<file path="src/rtl/mac_row4_ctrl_if.sv">
// Handshake bundle between the job sequencer and its environment:
// one weight-set port, one sample port and the buffered result port.
interface mac_row4_ctrl_if #(
  parameter int FP_W = 16
);
  logic              w_valid;
  logic              w_ready;
  logic [4*FP_W-1:0] w_data;
  logic              x_valid;
  logic              x_ready;
  logic [FP_W-1:0]   x_data;
  logic              y_valid;
  logic              y_ready;
  logic [FP_W-1:0]   y_data;
  logic              y_last;

  modport master (
    output w_valid, w_data, x_valid, x_data, y_ready,
    input  w_ready, x_ready, y_valid, y_data, y_last
  );

  modport slave (
    input  w_valid, w_data, x_valid, x_data, y_ready,
    output w_ready, x_ready, y_valid, y_data, y_last
  );
endinterface

</file>
<file path="src/rtl/mac_row4_ctrl.sv">
// Job sequencer for the 4-stage FP16 systolic row: loads a weight set, streams
// samples, and buffers row results in a credit-protected FIFO.
module mac_row4_ctrl #(
  parameter int FP_W        = 16,
  parameter int LEN_W       = 8,
  parameter int OFIFO_DEPTH = 8
) (
  input  logic              clk,
  input  logic              rst_n,
  input  logic              start,
  input  logic [LEN_W-1:0]  len,
  output logic              busy,
  output logic              done,
  output logic              ovf_flag,
  mac_row4_ctrl_if.slave    bus,
  output logic [3:0]        enW,
  output logic [FP_W-1:0]   W0_o,
  output logic [FP_W-1:0]   W1_o,
  output logic [FP_W-1:0]   W2_o,
  output logic [FP_W-1:0]   W3_o,
  output logic              enX,
  output logic [FP_W-1:0]   X_o,
  input  logic [FP_W-1:0]   Y_i,
  input  logic              finish_i
);
  localparam int CNT_W = LEN_W + 1;
  localparam int SUM_W = CNT_W + 1;
  localparam int AW    = $clog2(OFIFO_DEPTH);
  localparam int OCC_W = AW + 1;

  typedef enum logic [2:0] {ST_IDLE, ST_LOADW, ST_STREAM, ST_DRAIN, ST_DONE} state_t;

  state_t              r_state;
  logic [CNT_W-1:0]    r_len;
  logic [CNT_W-1:0]    r_issued;
  logic [CNT_W-1:0]    r_received;
  logic                r_done;
  logic                r_ovf;
  logic [3:0]          r_enw;
  logic [4*FP_W-1:0]   r_w;
  logic                r_enx;
  logic [FP_W-1:0]     r_x;
  logic [FP_W:0]       r_mem [OFIFO_DEPTH];
  logic [AW-1:0]       r_wr_ptr;
  logic [AW-1:0]       r_rd_ptr;
  logic [OCC_W-1:0]    r_count;

  logic [CNT_W-1:0]    w_outstanding;
  logic [SUM_W-1:0]    w_inflight;
  logic                w_empty;
  logic                w_x_ready;
  logic                w_x_fire;
  logic                w_w_fire;
  logic                w_push;
  logic                w_pop;
  logic                w_push_last;

  assign w_outstanding = r_issued - r_received;
  // Credits: results in flight in the row plus results already buffered.
  assign w_inflight    = SUM_W'(w_outstanding) + SUM_W'(r_count);
  assign w_empty       = (r_count == '0);
  assign w_x_ready     = (r_state == ST_STREAM) && (r_issued < r_len) &&
                         (w_inflight < SUM_W'(OFIFO_DEPTH));
  assign w_x_fire      = bus.x_valid && w_x_ready;
  assign w_w_fire      = bus.w_valid && (r_state == ST_LOADW);
  assign w_push        = finish_i && (w_outstanding != '0) && (r_state != ST_IDLE);
  assign w_pop         = !w_empty && bus.y_ready;
  assign w_push_last   = (r_received == r_len - CNT_W'(1));

  always_ff @(posedge clk) begin
    if (!rst_n) begin
      r_state    <= ST_IDLE;
      r_len      <= '0;
      r_issued   <= '0;
      r_received <= '0;
      r_done     <= 1'b0;
      r_ovf      <= 1'b0;
      r_enw      <= '0;
      r_w        <= '0;
      r_enx      <= 1'b0;
      r_x        <= '0;
    end else begin
      r_enw  <= w_w_fire ? 4'b1111 : 4'b0000;
      r_enx  <= w_x_fire;
      r_done <= (r_state == ST_DONE);
      if (w_w_fire) r_w <= bus.w_data;
      if (w_x_fire) begin
        r_x      <= bus.x_data;
        r_issued <= r_issued + CNT_W'(1);
      end
      if (w_push) begin
        r_received <= r_received + CNT_W'(1);
        if (Y_i[FP_W-2 -: 5] == 5'h1F) r_ovf <= 1'b1;
      end
      case (r_state)
        ST_IDLE: begin
          if (start) begin
            r_len      <= CNT_W'(len);
            r_issued   <= '0;
            r_received <= '0;
            r_ovf      <= 1'b0;
            r_state    <= ST_LOADW;
          end
        end
        ST_LOADW: begin
          if (w_w_fire) r_state <= (r_len == '0) ? ST_DONE : ST_STREAM;
        end
        ST_STREAM: begin
          if (w_x_fire && (r_issued + CNT_W'(1) == r_len)) r_state <= ST_DRAIN;
        end
        ST_DRAIN: begin
          if (r_received == r_len) r_state <= ST_DONE;
        end
        ST_DONE: r_state <= ST_IDLE;
        default: r_state <= ST_IDLE;
      endcase
    end
  end

  // Storage needs no reset; occupancy alone defines what is valid.
  always_ff @(posedge clk) begin
    if (w_push) r_mem[r_wr_ptr] <= {w_push_last, Y_i};
  end

  always_ff @(posedge clk) begin
    if (!rst_n) begin
      r_wr_ptr <= '0;
      r_rd_ptr <= '0;
      r_count  <= '0;
    end else begin
      if (w_push) r_wr_ptr <= r_wr_ptr + AW'(1);
      if (w_pop)  r_rd_ptr <= r_rd_ptr + AW'(1);
      r_count <= r_count + OCC_W'(w_push) - OCC_W'(w_pop);
    end
  end

  assign busy        = (r_state != ST_IDLE);
  assign done        = r_done;
  assign ovf_flag    = r_ovf;
  assign bus.w_ready = (r_state == ST_LOADW);
  assign bus.x_ready = w_x_ready;
  assign bus.y_valid = !w_empty;
  assign bus.y_data  = w_empty ? '0 : r_mem[r_rd_ptr][FP_W-1:0];
  assign bus.y_last  = w_empty ? 1'b0 : r_mem[r_rd_ptr][FP_W];
  assign enW         = r_enw;
  assign W0_o        = r_w[0*FP_W +: FP_W];
  assign W1_o        = r_w[1*FP_W +: FP_W];
  assign W2_o        = r_w[2*FP_W +: FP_W];
  assign W3_o        = r_w[3*FP_W +: FP_W];
  assign enX         = r_enx;
  assign X_o         = r_x;
endmodule

</file>
<file path="src/flat_wrapper.sv">
// flat-port wrapper written by rule: the top's interface ports become plain ports
module mac_row4_ctrl_flat 
#(
  parameter int FP_W        = 16,
  parameter int LEN_W       = 8,
  parameter int OFIFO_DEPTH = 8
)
  (clk, rst_n, start, len, busy, done, ovf_flag, enW, W0_o, W1_o, W2_o, W3_o, enX, X_o, Y_i, finish_i, bus_w_valid, bus_w_data, bus_x_valid, bus_x_data, bus_y_ready, bus_w_ready, bus_x_ready, bus_y_valid, bus_y_data, bus_y_last);
  mac_row4_ctrl_if #(.FP_W(FP_W)) bus_i ();
  input  logic clk;
  input  logic rst_n;
  input  logic start;
  input  logic [LEN_W-1:0] len;
  output logic busy;
  output logic done;
  output logic ovf_flag;
  output logic [3:0] enW;
  output logic [FP_W-1:0] W0_o;
  output logic [FP_W-1:0] W1_o;
  output logic [FP_W-1:0] W2_o;
  output logic [FP_W-1:0] W3_o;
  output logic enX;
  output logic [FP_W-1:0] X_o;
  input  logic [FP_W-1:0] Y_i;
  input  logic finish_i;
  input wire logic [$bits(bus_i.w_valid)-1:0] bus_w_valid;
  input wire logic [$bits(bus_i.w_data)-1:0] bus_w_data;
  input wire logic [$bits(bus_i.x_valid)-1:0] bus_x_valid;
  input wire logic [$bits(bus_i.x_data)-1:0] bus_x_data;
  input wire logic [$bits(bus_i.y_ready)-1:0] bus_y_ready;
  output wire logic [$bits(bus_i.w_ready)-1:0] bus_w_ready;
  output wire logic [$bits(bus_i.x_ready)-1:0] bus_x_ready;
  output wire logic [$bits(bus_i.y_valid)-1:0] bus_y_valid;
  output wire logic [$bits(bus_i.y_data)-1:0] bus_y_data;
  output wire logic [$bits(bus_i.y_last)-1:0] bus_y_last;
  assign bus_i.w_valid = bus_w_valid;
  assign bus_i.w_data = bus_w_data;
  assign bus_i.x_valid = bus_x_valid;
  assign bus_i.x_data = bus_x_data;
  assign bus_i.y_ready = bus_y_ready;
  assign bus_w_ready = bus_i.w_ready;
  assign bus_x_ready = bus_i.x_ready;
  assign bus_y_valid = bus_i.y_valid;
  assign bus_y_data = bus_i.y_data;
  assign bus_y_last = bus_i.y_last;
  mac_row4_ctrl #(.FP_W(FP_W), .LEN_W(LEN_W), .OFIFO_DEPTH(OFIFO_DEPTH)) u_core (.clk(clk), .rst_n(rst_n), .start(start), .len(len), .busy(busy), .done(done), .ovf_flag(ovf_flag), .bus(bus_i), .enW(enW), .W0_o(W0_o), .W1_o(W1_o), .W2_o(W2_o), .W3_o(W3_o), .enX(enX), .X_o(X_o), .Y_i(Y_i), .finish_i(finish_i));
endmodule
</file>
<file path="config.mk">
export PLATFORM = sky130hd
export DESIGN_NAME = mac_row4_ctrl_flat
export DESIGN_NICKNAME = d
export VERILOG_FILES = /design/src/rtl/mac_row4_ctrl_if.sv /design/src/rtl/mac_row4_ctrl.sv /design/src/flat_wrapper.sv
export SDC_FILE = /design/constraint.sdc
export NUM_CORES = 1
export LEC_CHECK = 0
export CAP_MARGIN = 30
export CELL_PAD_IN_SITES_DETAIL_PLACEMENT = 1
export CELL_PAD_IN_SITES_GLOBAL_PLACEMENT = 1
export CORE_MARGIN = 4
export CORE_UTILIZATION = 30
export DETAILED_ROUTE_END_ITERATION = 16
export PLACE_DENSITY = 0.67
export SETUP_SLACK_MARGIN = 0.15
export SLEW_MARGIN = 5
export SYNTH_ARGS = -nofsm -noshare
export SYNTH_HDL_FRONTEND = slang
export SYNTH_SLANG_ARGS = --single-unit
</file>
<file path="constraint.sdc">
create_clock -name clk -period 7.8 [get_ports clk]
set_input_delay 0.78 -clock clk [delete_from_list [all_inputs] [get_ports clk]]
set_output_delay 0.78 -clock clk [all_outputs]
set_load 0.01 [all_outputs]
</file>
==> run metrics, run 1 <==
post-route cell area=15100 µm²; P&R area growth vs syn=32.5%; syn nets=1118; Rel. slew slack=0.378; P_leak=5.03 nW; Critical Path Slowest Stage Cell=clkdlybuf4s50_1; Vias=8117; Final WS setup=3290 ps; gr ovfl total=0; register area=around 6600 µm²; synthesized cell area=11400 µm²; Critical Path End Type=output pin; Multi-input gate area=4430 µm²; wire per inst=17.8 µm; Setup TNS=0 ps; Fin. Hold Viols=0; die height=203 µm; WL final=30500 µm; Hold EP=u_core.r_w[22]; Max Freq=between 0.2 and 0.25 GHz; r2r worst-path depth=14; kind of critical path=flip-flop to output pin; Distinct cells, synth=65; share of post-route cells with drive strength above 1=0.100; post-cts gate resize count=0; Worst Hold Class=flip-flop to flip-flop; Ys Warns=0; Initial DRC Count=405; Final Skew=11.3 ps; pwr dens=approximately 250 nW/µm²; vias per inst=4.73; CTS buffer count=29; Tmin final=4510 ps; Worst Path Required=~7000 ps; GP Congestion=0.812; Worst EP arrival=around 3700 ps; hold_sp=u_core.r_w[22]; global-route wire length before repair=48700 µm; reg2reg start=u_core.r_issued[0]; worst path bufs/invs=2; Top delay family on crit path=simple AND/OR/NAND/NOR gates; post-CTS setup buffer count=0; Synth Area per Inst=about 12 µm²; Seq cells post-synth=262; Max stage delay on crit path=approximately 610 ps; Main synth FF type=edfxtp_1; DR DRC count=0; CP startpoint kind=flip-flop; NumNets Final=between 1k and 1.5k; CTS sink count=approximately 260; core area=37600 µm²; Antenna Nets Post-Route=0; Post-Synthesis Cells=around 1000; Critical R2R Capture=u_core.r_count[3]; reg2reg setup slack=~3700 ps; Die Wd=203 µm; asr flop ratio synth=0; period utilization=0.579; hold slack=452 ps; outcome=completed; Pwr Total=approximately 3.8 mW; largest net degree at the start of global routing=66; Area after DPL=14100 µm²; FILL cells=4087; CP cell instances=inv_1, ha_1, o21a_1, o31a_1, nor2_1, ha_1, nor4_1, nand4b_1, nor4_1, clkdlybuf4s50_1; maximum vdd ir drop=roughly 0.00014 V; clock root cell=clkbuf_16; setup violators final=0; CTS tree=yes; dpl hpwl=20700 µm; Buffers on Ports=218; CP Max Fanout=8; TritonRoute pass-1 iters=5; n_diodes=0; Seq/Total Area, Yosys=0.579; Final Slew Violations=0; H-tree levels=1; initial core utilization=0.303; Post-synth EDFFs=136; Max clock buf depth=3; hold depth=2; clock slew at reported path FFs=60 ps; RSZ-0062 raised after global routing=false; number of global-route vias before repair=8594; clock latency on the worst-skew pair=560 ps; Total GRT Usage=0.146; Top-Level Pins=219; hold buffer count at cts=0; die area=slightly above 40000 µm²; initial antenna violation count=1; pre-CTS setup slack=3680 ps; Tightest Pin Transition=933 ps; max-cap viol count=0; Std-Cell Rows=71
## power breakdown
part / total [mW] / switching (mW) / internal (mW)
registers: 1.53 / 0.0353 / 1.50
logic: 0.833 / 0.398 / 0.434
clock network: 1.41 / 0.557 / 0.853
## flip-flops by register name, indices dropped and copies added, names as in the netlist, named ones only
signal,cells
u_core.enW,1
u_core.r_state,3
u_core.r_w,64
u_core.r_wr_ptr,3
u_core.r_rd_ptr,3
u_core.r_issued,9
u_core.r_len,8
u_core.r_received,9
u_core.done,1
u_core.r_mem,136
u_core.r_count,4
u_core.X_o,16
u_core.enX,1
u_core.ovf_flag,1
## worst register-to-register path: cells and delay by family (launching register included)
kind	cells	cell delay [ps]
AO/OA/AOI/OAI	6	1840
adder cells (fa/ha/maj)	3	950
flip-flops	1	400
buffers and inverters	2	380
AND/OR/NAND/NOR	2	360
XOR/XNOR	1	80
## synth_stat cells, types with 3 or more instances
master    number  area [µm²]
a211oi_1       4        30.0
a21boi_0      38         285
a21oi_1       58         290
a31o_1         3        26.3
a31oi_1        4        25.0
and2_1         7        43.8
and3_1         5        31.3
buf_1          5        18.8
buf_2          4        20.0
buf_4          6        45.0
clkbuf_1      41         154
dfxtp_1      126        2520
edfxtp_1     136        4080
ha_1          29         363
inv_1         35         131
mux2i_1       38         380
mux4_2        34         766
nand2_1      175         657
nand2b_1       4        25.0
nand3_1       12        60.1
nand4_1        4        25.0
nor2_1        52         195
nor2b_1       19         119
nor3_1        15        75.1
nor3b_1        3        22.5
nor4_1         7        43.8
nor4b_1        3        26.3
o211ai_1       3        22.5
o21a_1         4        30.0
o21ai_0       15        75.1
o31ai_1        6        45.0
or3_1          6        37.5
or4_1          5        37.5
xnor2_1       25         219
xor2_1         8        70.1
## layout by cell type (no fill, tap or decap), types with 5 or more instances in the layout
cell             Yosys  final
edfxtp_1           136    136
xor2_1               8      8
and2_1               7      6
o31ai_1              6      6
or4_1                5      5
nor2b_1             19     19
xnor2_1             25     25
nand2_1            175    174
a21boi_0            38     38
nor4_1               7      5
dfxtp_1            126    125
clkbuf_1            41      6
and3_1               5      5
nor2_1              52     52
mux4_2              34     34
clkbuf_16            0     30
o21ai_0             15     15
mux2i_1             38     38
buf_4                6     18
or3_1                6      6
ha_1                29     29
a21oi_1             58     58
nor3_1              15     13
inv_1               35     34
clkdlybuf4s50_1      0    217
nand3_1             12     12
## per-stage QoR
stage	utilization	std cells
final	0.402	1715
after CTS	0.402	1715
after detailed placement	0.376	1664
after global placement	0.376	1664
after floorplan	-	976
after global routing	0.402	1715
## layout make-up
class,instances,area share
Clock buffer,38,0.0530
Multi-Input combinational cell,619,0.293
Sequential cell,262,0.437
Inverter,36,0.00894
Clock inverter,13,0.0121
Timing Repair Buffer,236,0.153
Tap cell,511,0.0423
## cell families (layout without fill, tap and decap cells)
| family | after synthesis | in the layout | share of synthesized area |
|---|---|---|---|
| adders and majority gates | 31 | 31 | 0.0353 |
| muxes | 72 | 72 | 0.101 |
| and+or+nand+nor | 330 | 330 | 0.135 |
| xor gates and xnor gates | 33 | 33 | 0.0253 |
| DFF | 262 | 262 | 0.579 |
| AOI/OAI and AO/OA | 153 | 153 | 0.0883 |
| buffers and inverters | 95 | 323 | 0.0364 |
## worst max path at each step
stage | slack (ps) | depth (start not counted) | endpoint | startpoint
after CTS | 3190 | 10 | bus_x_ready | u_core.r_received[2]
final | 3290 | 10 | bus_x_ready | u_core.r_received[2]
after detailed placement | 3680 | 14 | u_core.r_count[3] | u_core.r_issued[0]
after global routing | 3010 | 10 | bus_x_ready | u_core.r_received[2]
after floorplan | 3210 | 10 | u_core.r_mem[2][0] | u_core.r_issued[0]
after global placement | 3790 | 14 | u_core.r_count[3] | u_core.r_issued[0]
## per-layer routing
metal	vias up	part of all wire	GRT usage	wire, µm
li1	3896	-	-	-
met1	3948	0.43	0.185	13100
met2	228	0.45	0.237	13900
met3	45	0.093	0.0562	2850
met4	0	0.021	0.0376	637
met5	-	0	0	0
Power figures use the tool's default switching activity.
==> run 2, diff against run 1 <==
Clock period 7.8 ns to 4.4 ns, I/O delays scaled along.
==> run 2 against run 1 <==
Compared with the run above: clock power up 62%; total power rose by 72%; global-route usage is 0.078 points higher; largest power group unchanged.
==> run metrics, run 2 (synthesized netlist as in run 1, its figures left out) <==
die area=41200 µm² (unchanged); switching share of power=0.272 (+0.00945); period utilization=0.914; Setup TNS=0 ps (unchanged); gr ovfl total=0 (unchanged); sw power=1.76 mW (+78%); Seq pwr share=0.425 (+0.019); RSZ-0062 raised after global routing=false; Rel. slew slack=0.347 (-0.0305); max-cap viol count=0 (unchanged); initial antenna violation count=0 (-1); most frequent cells in the layout=217 x clkdlybuf4s50_1, 174 x nand2_1, 136 x edfxtp_1, 124 x dfxtp_1, 58 x a21oi_1; CP startpoint kind=flip-flop; clock slew at reported path FFs=70 ps (about the same); Worst Path Required=3960 ps (-3060 ps); CTS buffer count=29 (unchanged); setup violators final=0 (unchanged); Critical Path End Type=output pin; Final WS setup=377 ps (-2910 ps); Max Freq=0.249 GHz; maximum vdd ir drop=0.000313 V (+120%); number of global-route vias before repair=8631 (+0.43%); Area after DPL=14200 µm² (+0.84%); Final Skew=14.3 ps (+2.96 ps); Worst Hold Class=primary input to flip-flop; vias per inst=4.73 (about the same); post-route cell area=15200 µm² (+0.38%); clock latency on the worst-skew pair=560 ps (about the same); initial core utilization=0.303 (unchanged); core area=37600 µm² (unchanged); Std-Cell Rows=71 (unchanged); Fin. Hold Viols=0 (unchanged); hold buffer count at cts=0 (unchanged); pwr dens=428 nW/µm² (+71%); pre-CTS setup slack=363 ps (-3310 ps); Initial DRC Count=332 (-18%); Final Slew Violations=0 (unchanged); wire per inst=17.8 µm (+0.47%); max reg flops=136 (unchanged); dpl hpwl=21800 µm (+5.0%); Top reg by flops=u_core.r_mem; GP Congestion=0.826 (+1.7%); n_diodes=0 (unchanged); WL final=30800 µm (+1.2%); Total GRT Usage=0.147 (+0.000779); H-tree levels=1 (unchanged); kind of critical path=flip-flop to output pin; Die Wd=203 µm (unchanged); Max stage delay on crit path=600 ps (about the same); Buffers on Ports=218 (unchanged); NumNets Final=1335 (+0.68%); DR DRC count=0 (unchanged); CP cell instances=inv_1, ha_1, fa_1, nand2b_2, a21o_1, a211oi_2, o2111ai_2, nor4_2, clkdlybuf4s50_1; die height=203 µm (unchanged); combinational share of power=0.224 (+0.003); global-route wire length before repair=49100 µm (+0.92%); Worst EP arrival=3580 ps (-150 ps); Critical Path Slowest Stage Cell=clkdlybuf4s50_1; share of post-route cells with drive strength above 1=0.107 (+0.00641); worst path bufs/invs=2 (unchanged); Top delay family on crit path=compound AO/OA/AOI/OAI gates; Pint=4.73 mW (+70%); CTS sink count=262 (unchanged); Tmin final=4020 ps; clock power share=0.351 (-0.023); largest net degree at the start of global routing=66 (unchanged); TritonRoute pass-1 iters=4 (-1); CTS tree=yes; Max clock buf depth=3 (unchanged); Antenna Nets Post-Route=0 (unchanged); CP Max Fanout=5 (-3); P&R area growth vs syn=33.0%; outcome=completed; Tightest Pin Transition=979 ps (+45.8 ps); clock root cell=clkbuf_16; commonest non-fill, non-tap cell in the layout=clkdlybuf4s50_1; Top-Level Pins=219 (unchanged); Vias=8168 (+0.63%); P_leak=5.06 nW (+0.62%)
-- run 2: cell count changes in the layout (fill, tap and decap cells not counted), sizes merged --
cell	previous run	this run
bufinv	4	0
clkbuf	38	40
buf	19	28
clkinv	5	11
clkinvlp	3	2
-- run 2: power groups by stage --
stage	Clock (mW)	Combinational, mW	Sequential [mW]
final	2.28	1.46	2.76
after global routing	2.47	1.60	2.78
after CTS	2.36	1.49	2.77
after detailed placement	0	1.48	2.82
after global placement	0	1.45	2.81
after floorplan	0	0.862	2.76
-- run 2: what timing repair did --
action,CTS,global route
setup buffers,0,1
resized for setup,1,3
pin swaps,0,2
endpoints found under the setup margin,1,12
-- run 2: final timing paths --
kind | cells after the start | to | start | slack (ps)
hold reg to reg | 2 | u_core.r_w[19] | u_core.r_w[19] | 450
setup / recovery | 9 | bus_x_ready | u_core.r_issued[0] | 380
setup reg to reg | 14 | u_core.r_count[3] | u_core.r_issued[0] | 450
hold / removal | 2 | u_core.r_w[38] | rst_n | 430
-- run 2: final cells by class --
class                      instances  area (µm²)
fill                            4072       22400
clock buffer                      40         807
tap                              511         639
sequential                       262        6610
timing repair buffer             245        2410
multi-input combinational        619        4480
clock inverter                    14        85.1
inverter                          36         135
-- run 2: metrics by stage --
stage / std cells / power, mW / util / hold WS [ps]
after floorplan: 976 / 3.63 / - / 466
after global placement: 1671 / 4.27 / 0.378 / 441
after detailed placement: 1672 / 4.30 / 0.379 / 450
after CTS: 1726 / 6.62 / 0.403 / 402
after global routing: 1727 / 6.85 / 0.404 / 424
final: 1727 / 6.49 / 0.404 / 428
-- run 2: layer usage --
metal | global-route usage | share of wire | up-vias
li1 | - | - | 3914
met5 | 0 | 0 | -
met2 | 0.246 | 0.46 | 207
met1 | 0.185 | 0.43 | 4007
met4 | 0.0289 | 0.018 | 0
met3 | 0.0530 | 0.084 | 40
==> run 3, diff against run 2 <==
Settings changed: SKIP_CTS_REPAIR_TIMING set to 1.
==> run 3 against run 2 <==
Compared with the run above: maximum frequency shrank 1.8%; die area is the same; sequential share of layout area hardly changed; final cell count unchanged; routed wire length hardly changed; cell area is essentially flat; global-route usage did not move; via count about the same; core utilization barely moved; clock-buffer cell count unchanged; critical path type unchanged; register-to-register slack improved by 310 ps; largest cell class unchanged.
==> run metrics, run 3 (synthesized netlist as in run 1, its figures left out) <==
outcome=completed; max reg flops=136 (unchanged); Max clock buf depth=3 (unchanged); CP cell instances=inv_1, ha_1, nor2b_4, o31a_1, nor2_1, ha_1, nor4_1, nand4b_1, nor4_2, clkdlybuf4s50_1; reg2reg start=u_core.r_issued[0]; wire per inst=17.8 µm (about the same); kind of critical path=flip-flop to output pin; Setup TNS=0 ps (unchanged); gr ovfl total=0 (unchanged); vias per inst=4.73 (about the same); clock root cell=clkbuf_16; end point of the critical path=bus_x_ready; Top reg by flops=u_core.r_mem; initial antenna violation count=0 (unchanged); WP depth=10 (+1); setup violators final=0 (unchanged); WL final=30800 µm (about the same); clock slew at reported path FFs=70 ps (about the same); Final Non-Filler Cells=1727 (unchanged); Initial DRC Count=296 (-11%); Fin. Hold Viols=0 (unchanged); H-tree levels=1 (unchanged); Std-Cell Rows=71 (unchanged); TritonRoute pass-1 iters=4 (unchanged); most used cell along the critical path=ha_1; share of post-route cells with drive strength above 1=0.106 (-0.000822); initial core utilization=0.303 (unchanged); pre-CTS setup slack=363 ps (unchanged); reg2reg setup slack=760 ps (+310 ps); Worst Path Required=3960 ps (about the same); CTS buffer count=29 (unchanged); CTS sink count=262 (unchanged); clock latency on the worst-skew pair=560 ps (about the same); CP Max Fanout=7 (+2); core area=37600 µm² (unchanged); pwr dens=428 nW/µm² (about the same); Tmin final=4100 ps (+74.5 ps); RSZ-0062 raised after global routing=true; Critical R2R Capture=u_core.r_mem[3][15]; max-cap viol count=0 (unchanged); Worst Hold Class=primary input to flip-flop; Critical Path Slowest Stage Cell=clkdlybuf4s50_1; Final Slew Violations=0 (unchanged); Worst EP arrival=3660 ps (+80 ps); NumNets Final=1335 (unchanged); Top-Level Pins=219 (unchanged); P&R area growth vs syn=32.9% (about the same); die area=41200 µm² (unchanged); Die Wd=203 µm (unchanged); global-route wire length before repair=49100 µm (about the same); Final Skew=14.4 ps (+0.165 ps); r2r worst-path depth=12 (-2); die height=203 µm (unchanged); CP startpoint kind=flip-flop; Rel. slew slack=0.360 (+0.0126); period utilization=0.931 (+0.0169); Buffers on Ports=218 (unchanged); Top delay family on crit path=simple AND/OR/NAND/NOR gates; Tightest Pin Transition=953 ps (-26.2 ps); GP Congestion=0.826 (unchanged); Final WS setup=302 ps (-74.5 ps); CTS tree=yes; largest net degree at the start of global routing=66 (unchanged); Critical Path Start=u_core.r_received[1]; maximum vdd ir drop=0.000311 V (-0.61%); dpl hpwl=21800 µm (unchanged); Antenna Nets Post-Route=0 (unchanged); FILL cells=4073 (+0.025%); Critical Path End Type=output pin; commonest non-fill, non-tap cell in the layout=clkdlybuf4s50_1; number of global-route vias before repair=8628 (-0.035%); P_leak=5.05 nW (-0.17%); dpl cells=1672 (unchanged); n_diodes=0 (unchanged); DR DRC count=0 (unchanged); worst path bufs/invs=2 (unchanged); Vias=8166 (-0.024%); Max Freq=0.244 GHz (-1.8%); hold_sp=rst_n; most frequent cells in the layout=217 x clkdlybuf4s50_1, 174 x nand2_1, 136 x edfxtp_1, 125 x dfxtp_1, 58 x a21oi_1; Max stage delay on crit path=600 ps (about the same); Total GRT Usage=0.147 (unchanged)
[run 3: cell type report]
class / count / area, µm² / area share
Clock inverter: 14 / 85.1 / 0.00561
Sequential cell: 262 / 6610 / 0.436
Inverter: 36 / 135 / 0.00892
Clock buffer: 40 / 807 / 0.0533
Timing Repair Buffer: 245 / 2410 / 0.159
Tap cell: 511 / 639 / 0.0422
Multi-Input combinational cell: 619 / 4470 / 0.295
[run 3: through the flow]
stage          power [mW]  utilization  hold WS (ps)  instance area, µm²
3_3_place_gp         4.27        0.378           441               14200
2_1_floorplan        3.63            -           466               11400
4_1_cts              6.61        0.403           402               15100
6_report             6.49        0.403           428               15200
3_5_place_dp         4.30        0.379           450               14200
5_1_grt              6.85        0.403           424               15200
[run 3: power breakdown]
| group | total [mW] | switching [mW] | internal [mW] |
|---|---|---|---|
| registers | 2.76 | 0.107 | 2.65 |
| logic | 1.46 | 0.664 | 0.792 |
| clock network | 2.27 | 0.990 | 1.28 |
| total | 6.49 | 1.76 | 4.73 |
[run 3: metal layers]
metal  vias to the layer above  track usage  wire length [µm]
met4                         0       0.0289               520
li1                       3914            -                 -
met1                      4005        0.185             13200
met2                       207        0.246             14400
met3                        40       0.0530              2660
met5                         -            0                 0
[run 3: worst reg2reg max path, cell delays in order (launching register included)]
cell	delay [ps]
dfxtp_1	400
inv_1	90
ha_1	240
fa_1	400
nand2b_2	210
a21boi_1	270
o41ai_1	170
nor3_2	350
o31ai_4	120
inv_2	100
nand2_1	150
nor3b_4	550
buf_4	290
[run 3: worst min path at each step]
stage	endpoint	slack (ps)	cells past startpoint
floorplan	u_core.done	470	2
global placement	u_core.r_w[12]	440	2
detailed placement	u_core.r_w[1]	450	2
CTS	u_core.r_w[33]	400	3
global route	u_core.r_w[15]	420	3
finish	u_core.r_w[38]	430	2
